--- src/rtl/audio_pkg.sv ---
// rtl/audio_pkg.sv - note codes, sample format and tone half-period table
package audio_pkg;

    localparam int NOTE_W = 4;
    localparam logic [NOTE_W-1:0] NOTE_REST = '0;

    localparam int SAMPLE_W = 16;
    localparam logic [SAMPLE_W-1:0] AMPLITUDE = 16'h2000;

    localparam int HALF_W = 7;

    // Frames per half tone period at Fs = 48828 Hz, rounded; entry 0 is the rest code.
    localparam logic [HALF_W-1:0] HALF_PERIOD [0:15] = '{
        7'd0,  7'd93, 7'd83, 7'd74, 7'd70, 7'd62, 7'd55, 7'd49,
        7'd47, 7'd42, 7'd37, 7'd35, 7'd31, 7'd28, 7'd25, 7'd23
    };

    function automatic logic [HALF_W-1:0] half_period(input logic [NOTE_W-1:0] n);
        return HALF_PERIOD[n];
    endfunction

endpackage

--- src/rtl/i2s_serializer.sv ---
// rtl/i2s_serializer.sv - BCLK divider, slot counter and I2S shifter for one mono sample
module i2s_serializer
    import audio_pkg::*;
#(
    parameter int BCLK_DIV = 8,
    parameter int SLOTS    = 32
) (
    input  logic                CLOCK_50,
    input  logic                rst_n,
    input  logic [SAMPLE_W-1:0] sample,
    output logic                AUD_BCLK,
    output logic                AUD_DACLRCK,
    output logic                AUD_DACDAT,
    output logic                frame_start
);

    localparam int DIV_W  = $clog2(BCLK_DIV);
    localparam int SLOT_W = $clog2(2 * SLOTS);
    localparam int LOC_W  = $clog2(SLOTS);
    localparam logic [DIV_W-1:0]  DIV_LAST  = DIV_W'(BCLK_DIV - 1);
    localparam logic [SLOT_W-1:0] SLOT_LAST = SLOT_W'(2 * SLOTS - 1);

    logic [DIV_W-1:0]  div_cnt;
    logic [SLOT_W-1:0] slot_cnt;
    logic [SLOT_W-1:0] slot_next;
    logic [LOC_W-1:0]  loc_next;
    logic              lr_next;
    logic              bit_next;

    // Values for the slot about to begin; they are loaded on the BCLK fall that starts it.
    always_comb begin
        slot_next = (slot_cnt == SLOT_LAST) ? '0 : slot_cnt + 1'b1;
        lr_next   = (slot_next >= SLOT_W'(SLOTS));
        loc_next  = lr_next ? LOC_W'(slot_next - SLOT_W'(SLOTS)) : LOC_W'(slot_next);
        bit_next  = 1'b0;
        if ((loc_next != '0) && (int'(loc_next) <= SAMPLE_W)) begin
            bit_next = sample[SAMPLE_W - int'(loc_next)];
        end
    end

    // First clock of slot 0: the low half of BCLK has just begun.
    assign frame_start = (div_cnt == '0) && !AUD_BCLK && (slot_cnt == '0);

    always_ff @(posedge CLOCK_50 or negedge rst_n) begin
        if (!rst_n) begin
            div_cnt     <= '0;
            slot_cnt    <= '0;
            AUD_BCLK    <= 1'b0;
            AUD_DACLRCK <= 1'b0;
            AUD_DACDAT  <= 1'b0;
        end else if (div_cnt == DIV_LAST) begin
            div_cnt  <= '0;
            AUD_BCLK <= ~AUD_BCLK;
            if (AUD_BCLK) begin
                slot_cnt    <= slot_next;
                AUD_DACLRCK <= lr_next;
                AUD_DACDAT  <= bit_next;
            end
        end else begin
            div_cnt <= div_cnt + 1'b1;
        end
    end

endmodule

--- src/rtl/note_tone_i2s.sv ---
// rtl/note_tone_i2s.sv - note code to square-wave tone, streamed as 16-bit I2S to the codec DAC
module note_tone_i2s
    import audio_pkg::*;
#(
    parameter int                  BCLK_DIV  = 8,
    parameter int                  SLOTS     = 32,
    parameter logic [SAMPLE_W-1:0] AMP_LEVEL = AMPLITUDE
) (
    input  logic              CLOCK_50,
    input  logic              rst_n,
    input  logic              enable,
    input  logic [NOTE_W-1:0] note,
    output logic              AUD_BCLK,
    output logic              AUD_DACLRCK,
    output logic              AUD_DACDAT,
    output logic              playing,
    output logic [NOTE_W-1:0] cur_note
);

    localparam logic [SAMPLE_W-1:0] AMP_NEG = ~AMP_LEVEL + 1'b1;

    logic [NOTE_W-1:0]   eff;
    logic [HALF_W-1:0]   half_cnt;
    logic [HALF_W-1:0]   half_last;
    logic                polarity;
    logic [SAMPLE_W-1:0] sample;
    logic                frame_start;

    assign eff       = enable ? note : NOTE_REST;
    assign half_last = half_period(eff) - 1'b1;

    // One tone step per frame; polarity 1 means the positive level.
    always_ff @(posedge CLOCK_50 or negedge rst_n) begin
        if (!rst_n) begin
            cur_note <= NOTE_REST;
            playing  <= 1'b0;
            half_cnt <= '0;
            polarity <= 1'b1;
            sample   <= '0;
        end else if (frame_start) begin
            cur_note <= eff;
            playing  <= (eff != NOTE_REST);
            if (eff == NOTE_REST) begin
                sample   <= '0;
                half_cnt <= '0;
                polarity <= 1'b1;
            end else if (eff != cur_note) begin
                sample   <= AMP_LEVEL;
                half_cnt <= '0;
                polarity <= 1'b1;
            end else begin
                sample <= polarity ? AMP_LEVEL : AMP_NEG;
                if (half_cnt == half_last) begin
                    half_cnt <= '0;
                    polarity <= ~polarity;
                end else begin
                    half_cnt <= half_cnt + 1'b1;
                end
            end
        end
    end

    i2s_serializer #(
        .BCLK_DIV (BCLK_DIV),
        .SLOTS    (SLOTS)
    ) u_ser (
        .CLOCK_50    (CLOCK_50),
        .rst_n       (rst_n),
        .sample      (sample),
        .AUD_BCLK    (AUD_BCLK),
        .AUD_DACLRCK (AUD_DACLRCK),
        .AUD_DACDAT  (AUD_DACDAT),
        .frame_start (frame_start)
    );

endmodule

--- config.mk ---
export PLATFORM = sky130hd
export DESIGN_NAME = note_tone_i2s
export DESIGN_NICKNAME = d
export VERILOG_FILES = /design/src/rtl/audio_pkg.sv /design/src/rtl/i2s_serializer.sv /design/src/rtl/note_tone_i2s.sv
export SDC_FILE = /design/constraint.sdc
export NUM_CORES = 1
export LEC_CHECK = 0
export ABC_AREA = 1
export BUFFER_PORTS_ARGS = -buffer_cell sky130_fd_sc_hd__buf_2
export CORE_UTILIZATION = 50
export DETAILED_ROUTE_END_ITERATION = 8
export HOLD_SLACK_MARGIN = 0.06
export PLACE_DENSITY = 0.68
export SLEW_MARGIN = 20
export SYNTH_ARGS = -nofsm -noshare
export SYNTH_HDL_FRONTEND = slang
export SYNTH_SLANG_ARGS = --single-unit
--- constraint.sdc ---
create_clock -name CLOCK_50 -period 4.4 [get_ports CLOCK_50]
set_clock_uncertainty 0.05 [all_clocks]
set_input_delay 0.66 -clock CLOCK_50 [delete_from_list [all_inputs] [get_ports CLOCK_50]]
set_output_delay 0.66 -clock CLOCK_50 [all_outputs]
set_load 0.01 [all_outputs]
==> out/metrics.cfg <==
[power]
swShare=0.264
p_leak_nw=1.09
power_frac_comb=0.183
clock_power_share=0.365
p_sw_mw=0.143
power_per_cell_area_nw_per_um2=262
seq_power_share=0.452
post-layout-total-power_mw=0.542
ir_worst_vdd_uv=117
cell_internal_pwr_mw=0.399

[timing]
slew_headroom=0.569
fin_ws_ns=1.73
final_min_period_over_clock_period=0.607
maxSlewViolCount=0
timing.final.hold_violations=0
worst_pin_slew_ns=0.641
fin_crit_ns=2.67
final.setup.tns_ns=0
timing.fmax_ghz=0.375
timing.final.setup_violations=0
rsz0062_at_grt=no
final.hold.worst_slack_ns=0.314

[global_route]
globalRouteOverflowTotal=0
gr-usage-all-layers=0.204
antenna_found_initial=0
pin_count_of_the_biggest_net_entering_global_routing=27
first_global_vias=1422
grt_first_pass_wirelength_mm=6.37

[synth]
mean_instance_size_in_the_synthesized_netlist_um2=7.53
synth_top_cell_by_area=sky130_fd_sc_hd__dfrtp_1
synth_cell_types=33
mappedNetlistNets=273
netlist_top_cells_area=sky130_fd_sc_hd__dfrtp_1 (33%), sky130_fd_sc_hd__nand2_1 (13%), sky130_fd_sc_hd__ha_1 (9.2%)
synthCells=252
seq_area_frac_synth=0.343
ys_ff_latch=26
synthesis.area_um2=1900
yosysWarningCount=0
synth_top_area_share=0.330

[outcome]
run_status=finished clean

[critical_path]
critical_path.max_fanout=10
path_class=in -> reg
crit_arrival_ns=2.84
worst_setup_path_end_kind=register
setup.worst_path.start_class=primary input
cp.required_ns=4.57

[cts]
cts.sinks=26
clock_insertion_delay_worst_skew_ns=0.27
cts_inserted_buffers=3
cts_hold_buf=0
h-tree-depth=1
post_cts.resized_instances=0
cts_tree=done
post-cts-setup-buffers=0
ctsLongestPathBuffers=2
clkTransAtPathRegs_ns=0.09
cts_root_buf=sky130_fd_sc_hd__clkbuf_8

[cells_and_area]
most-common-layout-cells=sky130_fd_sc_hd__nand2_1 (64), sky130_fd_sc_hd__inv_1 (31), sky130_fd_sc_hd__nand3_1 (27)
layout.cells.most_common=sky130_fd_sc_hd__nand2_1
post_route_cells_drive_above_1_share=0.162
final_util=0.565
p_r_area_growth_vs_syn_pct=8.96
diodes=0
num-nets-final=287
n_fill_cell=348

[detailed_routing]
drc_errors=0
post_drt_wl_per_cell_um=11.9
ant_nets=0
detail_route.wirelength_mm=3.72
detailed_router_iteration_count_before_antenna_repair=5
route.vias.total=1569
drt-initial-drc-count=78
vias_per_cell=5.01

[place]
port-buffer-count=14
dp_worst_setup_slack_ns=1.43
hpwlAfterDp_mm=2.86
gp_congestion=0.886

[flow_run]
cap_viol_max_count=0

[floorplanning]
placementRows=22
floorplan.io_pins=15
core_ar_um2=3660
die_h_um=63.6
die_area_um2=4050
initial_utilization=0.518
die_w_um=63.6

[hold_path]
holdCritPathClass=in -> async

-- sequential cells by signal, summed over array words and instances, names as in the netlist --
| register | count |
|---|---|
| half_cnt | 7 |
| u_ser.AUD_BCLK | 1 |
| u_ser.slot_cnt | 6 |
| polarity | 1 |
| u_ser.AUD_DACLRCK | 1 |
| u_ser.AUD_DACDAT | 1 |
| u_ser.div_cnt | 3 |
| cur_note | 4 |
| sample | 2 |
-- cells in the mapped netlist --
cell type / count
sky130_fd_sc_hd__dfstp_2: 1
sky130_fd_sc_hd__nand2_1: 64
sky130_fd_sc_hd__nor2_2: 3
sky130_fd_sc_hd__nor3_2: 1
sky130_fd_sc_hd__nor2_1: 12
sky130_fd_sc_hd__nand3_1: 27
sky130_fd_sc_hd__nand2_2: 7
sky130_fd_sc_hd__buf_6: 1
sky130_fd_sc_hd__a22o_1: 1
sky130_fd_sc_hd__nor4_2: 1
sky130_fd_sc_hd__nor3_1: 6
sky130_fd_sc_hd__o21ai_2: 1
sky130_fd_sc_hd__ha_1: 14
sky130_fd_sc_hd__xnor3_1: 1
sky130_fd_sc_hd__clkbuf_1: 2
sky130_fd_sc_hd__buf_4: 1
sky130_fd_sc_hd__dfrtp_1: 25
sky130_fd_sc_hd__nand3_2: 2
sky130_fd_sc_hd__or2_2: 1
sky130_fd_sc_hd__inv_1: 31
sky130_fd_sc_hd__buf_2: 1
sky130_fd_sc_hd__inv_4: 1
sky130_fd_sc_hd__nor4_1: 1
sky130_fd_sc_hd__xor2_1: 9
sky130_fd_sc_hd__a211oi_1: 1
sky130_fd_sc_hd__o21ai_0: 14
sky130_fd_sc_hd__o21ai_1: 1
sky130_fd_sc_hd__xnor2_1: 3
sky130_fd_sc_hd__o22ai_1: 1
sky130_fd_sc_hd__a21oi_1: 8
sky130_fd_sc_hd__nand2_4: 4
sky130_fd_sc_hd__nand4_1: 3
sky130_fd_sc_hd__inv_2: 3
-- stage by stage --
step | std cells | cell area [um2]
3_3_place_gp | 309 | 2000
6_report | 313 | 2070
5_1_grt | 313 | 2070
3_5_place_dp | 309 | 2000
2_1_floorplan | 252 | 1900
4_1_cts | 313 | 2070
-- critical path, cell delays in order --
cell,delay [ns]
sky130_fd_sc_hd__buf_2,0.23
sky130_fd_sc_hd__nand2_2,0.17
sky130_fd_sc_hd__ha_1,0.36
sky130_fd_sc_hd__nand2_2,0.09
sky130_fd_sc_hd__nand3_1,0.10
sky130_fd_sc_hd__nand2_2,0.11
sky130_fd_sc_hd__ha_1,0.23
sky130_fd_sc_hd__nand3_1,0.11
sky130_fd_sc_hd__nor2_2,0.13
sky130_fd_sc_hd__nand3_1,0.08
sky130_fd_sc_hd__nand2_1,0.07
sky130_fd_sc_hd__inv_1,0.04
sky130_fd_sc_hd__nor2_2,0.10
sky130_fd_sc_hd__nand3_2,0.08
sky130_fd_sc_hd__nand2_4,0.11
sky130_fd_sc_hd__nand2_1,0.06
sky130_fd_sc_hd__nand2_1,0.06
sky130_fd_sc_hd__nand2_1,0.04
-- power by group through the flow --
stage          clock network [mW]  registers, mW  logic, mW
2_1_floorplan                   0          0.251     0.0730
3_3_place_gp                    0          0.250     0.0989
3_5_place_dp                    0          0.250     0.0989
4_1_cts                     0.202          0.245     0.0994
5_1_grt                     0.211          0.246      0.112
6_report                    0.198          0.245     0.0989
-- routing by layer --
layer  track usage  part of all wire
met4        0.0540             0.013
met3        0.0380             0.029
met2         0.330              0.45
met1         0.276              0.50
met5             0                 0
-- worst paths after layout --
path | slack, ns | start | end | depth (start not counted)
setup / recovery | 1.73 | enable | polarity | 18
hold / removal | 0.31 | rst_n | half_cnt[4] | 1
setup reg to reg | 2.09 | u_ser.slot_cnt[0] | half_cnt[6] | 11
hold reg to reg | 0.41 | u_ser.div_cnt[0] | u_ser.div_cnt[0] | 1
max in group asynchronous | 3.62 | rst_n | polarity | 1
min in group CLOCK_50 | 0.41 | u_ser.div_cnt[0] | u_ser.div_cnt[0] | 1
-- layout make-up --
class	count	area, um2	share of cell area
Timing Repair Buffer	14	70.1	0.0339
Inverter	35	134	0.0647
Multi-Input combinational cell	186	1080	0.523
Clock inverter	1	30.0	0.0145
Tap cell	48	60.1	0.0290
Clock buffer	3	41.3	0.0200
Sequential cell	26	652	0.315
-- kinds of logic after synthesis --
family,Yosys count,share of synthesized area
AOI/OAI and AO/OA,27,0.0771
xor gates and xnor gates,13,0.0672
buffers and inverters,40,0.0870
and+or+nand+nor,132,0.333
DFF,26,0.343
adders and majority gates,14,0.0923
(Power assumes the default switching activity.)
